==> src/rtl/cpu_types_pkg.sv <==
// Shared CPU pipeline types: register index width and hazard-control FSM states.
package cpu_types_pkg;

  typedef logic [4:0] regbits_t;

  typedef enum logic [1:0] {
    RUN    = 2'd0,
    WAIT   = 2'd1,
    HALTED = 2'd2
  } hcu_state_t;

  localparam regbits_t REG_ZERO = '0;

  function automatic logic reg_match(input regbits_t a, input regbits_t b);
    return a == b;
  endfunction

endpackage

==> src/rtl/hazard_control_unit_hit_latch.sv <==
// Holds a single-cycle cache hit pulse until the pipeline advances.
module hit_latch (
  input  logic clk,
  input  logic rst,
  input  logic pulse,
  input  logic clr,
  output logic held
);

  // Clear wins: a pulse arriving on the advancing cycle is consumed by that tick.
  always_ff @(posedge clk or posedge rst) begin
    if (rst)        held <= 1'b0;
    else if (clr)   held <= 1'b0;
    else if (pulse) held <= 1'b1;
  end

endmodule

==> src/rtl/hazard_control_unit.sv <==
// Pipeline advance/stall/bubble/flush control with sticky halt and saturating perf counters.
//   state  | meaning
//   RUN    | advanced last cycle
//   WAIT   | waiting on outstanding cache hits
//   HALTED | halt retired; pipeline frozen until reset
module hazard_control_unit
  import cpu_types_pkg::*;
#(
  parameter int CNT_W = 16
) (
  input  logic             CLK,
  input  logic             RST,
  input  logic             ihit,
  input  logic             dhit,
  input  logic             MEM_dREN,
  input  logic             MEM_dWEN,
  input  logic             MEM_halt,
  input  regbits_t         ID_rs,
  input  regbits_t         ID_rt,
  input  logic             ID_uses_rt,
  input  logic             EX_MemToReg,
  input  regbits_t         EX_RegDst,
  input  logic             EX_branch_taken,
  input  logic             EX_jump,
  output logic             tick,
  output logic             lw_hazard,
  output logic [1:0]       lw_later_hazard,
  output logic             branching,
  output logic             halt,
  output logic [CNT_W-1:0] stall_cnt,
  output logic [CNT_W-1:0] bubble_cnt
);

  hcu_state_t state, state_next;
  logic       ihit_q, dhit_q;
  logic       dreq, running, rs_match, rt_match;

  hit_latch u_ihit (.clk(CLK), .rst(RST), .pulse(ihit), .clr(tick), .held(ihit_q));
  hit_latch u_dhit (.clk(CLK), .rst(RST), .pulse(dhit), .clr(tick), .held(dhit_q));

  assign dreq     = MEM_dREN | MEM_dWEN;
  assign running  = (state != HALTED);
  assign rs_match = reg_match(EX_RegDst, ID_rs);
  assign rt_match = ID_uses_rt & reg_match(EX_RegDst, ID_rt);

  // Nothing advances or flushes while reset is held.
  assign tick      = ~RST & running & (ihit | ihit_q) & (~dreq | dhit | dhit_q);
  assign branching = ~RST & running & (EX_branch_taken | EX_jump);
  assign lw_hazard = ~RST & EX_MemToReg & (EX_RegDst != REG_ZERO)
                     & (rs_match | rt_match) & ~branching;
  assign halt      = (state == HALTED);

  always_ff @(posedge CLK or posedge RST) begin
    if (RST) state <= RUN;
    else     state <= state_next;
  end

  always_comb begin
    state_next = state;
    case (state)
      RUN:     if (!tick) state_next = WAIT;
      WAIT:    if (tick)  state_next = RUN;
      HALTED:  state_next = HALTED;
      default: state_next = RUN;
    endcase
    if (tick && MEM_halt) state_next = HALTED;
  end

  always_ff @(posedge CLK or posedge RST) begin
    if (RST) begin
      lw_later_hazard <= 2'b00;
    end else if (tick) begin
      lw_later_hazard <= lw_hazard ? {rt_match, rs_match} : 2'b00;
    end
  end

  always_ff @(posedge CLK or posedge RST) begin
    if (RST) begin
      stall_cnt  <= '0;
      bubble_cnt <= '0;
    end else begin
      if (running && !tick && stall_cnt != '1)
        stall_cnt <= stall_cnt + CNT_W'(1);
      if (tick && lw_hazard && bubble_cnt != '1)
        bubble_cnt <= bubble_cnt + CNT_W'(1);
    end
  end

endmodule
==> config.mk <==
export PLATFORM = sky130hd
export DESIGN_NAME = hazard_control_unit
export DESIGN_NICKNAME = d
export VERILOG_FILES = /design/src/rtl/cpu_types_pkg.sv /design/src/rtl/hazard_control_unit_hit_latch.sv /design/src/rtl/hazard_control_unit.sv
export SDC_FILE = /design/constraint.sdc
export NUM_CORES = 1
export LEC_CHECK = 0
export BUFFER_PORTS_ARGS = -buffer_cell sky130_fd_sc_hd__buf_2
export CAP_MARGIN = 20
export CORE_ASPECT_RATIO = 1.2
export CORE_MARGIN = 5
export CORE_UTILIZATION = 50
export DETAILED_ROUTE_END_ITERATION = 10
export GPL_TIMING_DRIVEN = 0
export PLACE_DENSITY = 0.79
export SLEW_MARGIN = 20
export SYNTH_ARGS = -nofsm -noshare
export SYNTH_HDL_FRONTEND = slang
export SYNTH_HIERARCHICAL = 1
export SYNTH_SLANG_ARGS = --single-unit
==> constraint.sdc <==
create_clock -name CLK -period 2.25 [get_ports CLK]
set_input_delay 0.1125 -clock CLK [delete_from_list [all_inputs] [get_ports CLK]]
set_output_delay 0.1125 -clock CLK [all_outputs]
set_load 0.02 [all_outputs]
**Yosys cells after proc, flatten, opt, wreduce, memory -nomap -nowiden**

Cells that the tools add are included.

- Register bits after elaboration: 38
- Output and inout port bits: 38

- $add $sub $neg: 2
- Equal/unequal tests: 9
- Muxes and demuxes: 9
- Bitwise operators: 18
- Reduce and logical (&&, ||, !) cells: 11

Operator list:

| operator | count |
|---|---|
| $add 16x1->16 const B | 2 |
| $ne 16x16->1 const B | 2 |
| $eq 5x5->1 | 2 |
| $and 1x1->1 | 9 |
| $mux 2 | 4 |
| $ne 3x3->1 const B | 2 |
| $or 1x1->1 | 6 |
| $pmux 2 s3 | 1 |
| $logic_and 1x1->1 | 5 |
| $reduce_bool 5->1 | 1 |
| $mux 1 | 4 |
| $reduce_bool 2->1 | 2 |
| $not 1->1 | 3 |
| $eq 2x1->1 const B | 1 |
| $eq 2x2->1 const B | 1 |
| $logic_not 2->1 | 1 |
| $ne 2x2->1 const B | 1 |
| $reduce_and 2->1 | 1 |
| $logic_not 1->1 | 1 |

**Depth between registers and ports, before layout**

- Depth after elaboration: 8
- Depth in mapped cells: 8
- Mapped depth without buffers: 7

**Cells and area by module**

Netlist, hierarchy kept.

Modules (own cells, without submodules):

| module | area an instance (sq um) | times used | cells each | sequential area each (sq um) |
|---|---|---|---|---|
| hazard_control_unit | 1826.8 | 1 | 164 | 900.9 |
| hit_latch | 38.8 | 2 | 3 | 25.0 |

**Worst setup path before layout**

Ideal clock, no wire load.

- Kind: in2reg
- Start point: in RST
- End point: reg bubble_cnt[1]
- Buffers on the path: 0
- Stages on the path: 5
- Data arrival time: 2040 ps
- Setup slack: 85 ps
- Cells stage by stage: inv_1 o211ai_1 nor3_4 and3b_2 mux2_2

- Word-level cells in the longest chain between the ends: 7

RTL lines:

| what | RTL line | RTL |
|---|---|---|
| from (decl) | hazard_control_unit.sv:12 | `input logic RST,` |
| $not 1->1 (*) | hazard_control_unit.sv:47, hazard_control_unit.sv:48, hazard_control_unit.sv:49 |  |
| $and 1x1->1 (on tied branches) | hazard_control_unit.sv:49, hazard_control_unit.sv:47, hazard_control_unit.sv:48 |  |
| $and 1x1->1 (on tied branches) | hazard_control_unit.sv:49, hazard_control_unit.sv:48 |  |
| $and 1x1->1 / $not 1->1 (equally long branches) | hazard_control_unit.sv:50 | `& (rs_match \| rt_match) & ~branching;` |
| $and 1x1->1 | hazard_control_unit.sv:50 |  |
| $logic_and 1x1->1 (*) (2 in series) | hazard_control_unit.sv:84 | `if (tick && lw_hazard && bubble_cnt != '1)` |
| to (signal assigned) | hazard_control_unit.sv:85 | `bubble_cnt <= bubble_cnt + CNT_W'(1);` |
| to (decl) | hazard_control_unit.sv:31 | `output logic [CNT_W-1:0] bubble_cnt` |

Every way passes the cells marked *; elsewhere a longest branch is shown, timed or not.
A chain may end at the register's enable or synchronous reset.

**Worst setup path in the final report**

- Start point: reg stall_cnt[0]
- End point: reg stall_cnt[9]

- Word-level cells in the longest chain between the ends: 2

RTL lines:

| what | RTL line | RTL |
|---|---|---|
| from (decl) | hazard_control_unit.sv:30 | `output logic [CNT_W-1:0] stall_cnt,` |
| from (signal assigned) | hazard_control_unit.sv:83 | `stall_cnt <= stall_cnt + CNT_W'(1);` |
| parallel branches: the longest is 2 deep, another holds $add 16x1->16 | n/a |  |

Parallel ways; which one is timed is not known.

==> results.ini <==
[floorplanning]
core_um2=3660
ios=64
die_w_um=66.3
initial_core_util_pct=52.0
die-area_um2=5150
die_h_um=77.6
num_rows=24

[grt]
grt_max_degree=38
overflow=0
track_usage_pct=17.5
antenna_found_initial=0
grt_pass1_vias=1568
grt_pass1_wl_mm=7.11

[synth]
netlist_instances=170
synth_common_cells=dfrtp_1, xnor2_1, xor2_1
synth-edff-count=0
yosys_warnings=6
yosysSeqAreaShare_pct=49.9
synthArstFlopShare_pct=100
ys_top_cells_by_area=dfrtp_1, xnor2_1, xor2_1
syn_avg_cell_area_um2=11.2
yosysMostFrequentCell=dfrtp_1
synth_seq_cells=38
syn_area_um2=1900
synth_nets=198
ys.flop_type=dfrtp_1
synthDistinctLibCells=33
synth_area_leader_cell=dfrtp_1
synth.top_cell.area_share_pct=49.9

[clocking]
clkTransAtPathRegs_ns=0.07
clockRootBuffer=clkbuf_8
clock-sinks=38
htreeDepth=2
cts_buffers=5
clockBufferDepth=2
clock_latency_ns=0.29
cts_tree=done

[setup_path]
r2r_start=stall_cnt[0]
critPathMaxFanout=10
end_kind=flip-flop
startpoint=stall_cnt[0]
criticalPathCategory=flip-flop to flip-flop
cp_slowest_cell=dfrtp_1
crit_path_cell_trace=ha_1 > and3_1 > and3_1 > a311oi_4 > buf_4 > nand4_1 > xnor2_1
critPathRequiredTime_ns=2.43
slowest_delay_ns=0.44
cp_common_cell=and3_1
critPathArrivalTime_ns=2.31
cp-start-kind=flip-flop

[timing]
clock-skew-final_ns=0.00537
slew_headroom_pct=49.1
worst_pin_slew_ns=0.762
setup_tns_ns=0
fmax_mhz=471
hold_viol_final=36
maxSlewViolCount=0
hold_ws_ns=-0.0270
finalCriticalPeriod_ns=2.12
setup_violations=0
fin_crit_sh_pct=94.4
setup_ws_ns=0.125
rsz0062_at_grt=no

[drt]
drcViolationCount=0
drt_wl_total_mm=4.18
wl_per_cell_um=14.3
vias=1568
vias_per_cell=5.35
drt_iter0_drc=45
firstDrtPassIters=4
ant_nets=0

[cells_and_area]
syn_to_final_growth_pct=27.1
finalNetCount=269
drive_gt1_share_pct=34.9
final_area_um2=2420
fill_cells=308
diodes=0

[run_status]
violations=hold timing
status=finished with violations

[place]
routabilityCongestion=0.779
dpl.hpwl_mm=3.10
postPlaceCellArea_um2=2280
port_buffers=63
place_worst_setup_slack_ns=0.0378

[power_and_ir_drop]
worst_ir_drop_vdd_mv=0.752
leakagePower_nw=1.28
powerDensity_nw_per_um2=791

[job]
drv_cap=0

[min_path]
hp-class=primary input to asynchronous set/reset pin

metrics by stage:
| step | cells | hold slack, ns | power, mW | util [%] |
|---|---|---|---|---|
| 3_3_place_gp | 285 | -0.0102 | 1.32 | 62.4 |
| 4_1_cts | 293 | 0.00497 | 1.92 | 65.7 |
| 5_1_grt | 293 | 0.0199 | 2.03 | 66.1 |
| 6_report | 293 | -0.0270 | 1.92 | 66.1 |
| 2_1_floorplan | 170 | -0.159 | 1.17 | - |
| 3_5_place_dp | 285 | -0.00551 | 1.33 | 62.4 |
cells in the final DEF (no fill, tap or decap), types with 3 or more instances in the layout:
cell,count
buf_2,63
dfrtp_1,38
xnor2_1,23
xor2_1,17
nor2_1,15
nand4_1,14
nand2_1,14
and3_1,9
clkbuf_8,6
inv_1,4
nand3_1,4
nor3_1,3
final timing paths:
path / slack, ns / to / cells after the start
setup / recovery: 0.13 / stall_cnt[9] / 7
hold / removal: -0.03 / stall_cnt[13] / 2
setup reg to reg: 0.13 / stall_cnt[9] / 7
hold reg to reg: 0.43 / state[0] / 1
max in group asynchronous: 1.79 / bubble_cnt[2] / 2
min in group CLK: 0.01 / state[1] / 2
state kept, by name, summed over array words and instances (netlist names):
| signal | count |
|---|---|
| stall_cnt | 16 |
| u_ihit/held | 1 |
| lw_later_hazard | 2 |
| state | 2 |
| u_dhit/held | 1 |
| bubble_cnt | 16 |
final cells by class:
cell class / count / area (µm²) / area share (%)
Clock buffer: 6 / 82.6 / 3.41
Timing Repair Buffer: 64 / 325 / 13.4
Clock inverter: 1 / 30.0 / 1.24
Tap cell: 52 / 65.1 / 2.69
Multi-Input combinational cell: 125 / 930 / 38.4
Buffer: 2 / 18.8 / 0.775
Sequential cell: 38 / 951 / 39.3
Inverter: 5 / 18.8 / 0.775
per-layer routing:
metal	up-vias	track usage [%]	wire [µm]
met5	-	0	0
met4	0	5.49	68
met3	7	5.78	416
met2	67	30.5	2050
met1	757	19.9	1650
li1	737	-	-
power by group:
| part | internal [mW] | switching (mW) |
|---|---|---|
| clock network | 0.355 | 0.237 |
| registers | 0.769 | 0.0969 |
| logic | 0.202 | 0.257 |
cell families (layout without fill, tap and decap cells):
kind of cell,count (synthesis),count (layout),synth area share [%]
AOI/OAI and AO/OA,11,11,7.10
xor gates and xnor gates,40,40,18.4
adders and majority gates,2,2,1.31
buffers and inverters,7,78,1.84
DFF,38,38,49.9
muxes,2,2,1.18
and+or+nand+nor,70,70,20.2
worst max-delay path: cells and delay by family, from the launching register on:
family	cells	cell delay (ns)
fa+ha+maj	1	0.25
buf+inv	1	0.25
simple gates	3	0.56
xor+xnor	1	0.15
compound gates	1	0.37
flops	1	0.44
timing repair:
item,CTS,global route
setup endpoints to repair,0,9
hold endpoints to repair,2,0
setup buffers,0,0
hold buffers,1,0
gates resized for setup,0,3
Power figures use the tool's default switching activity.
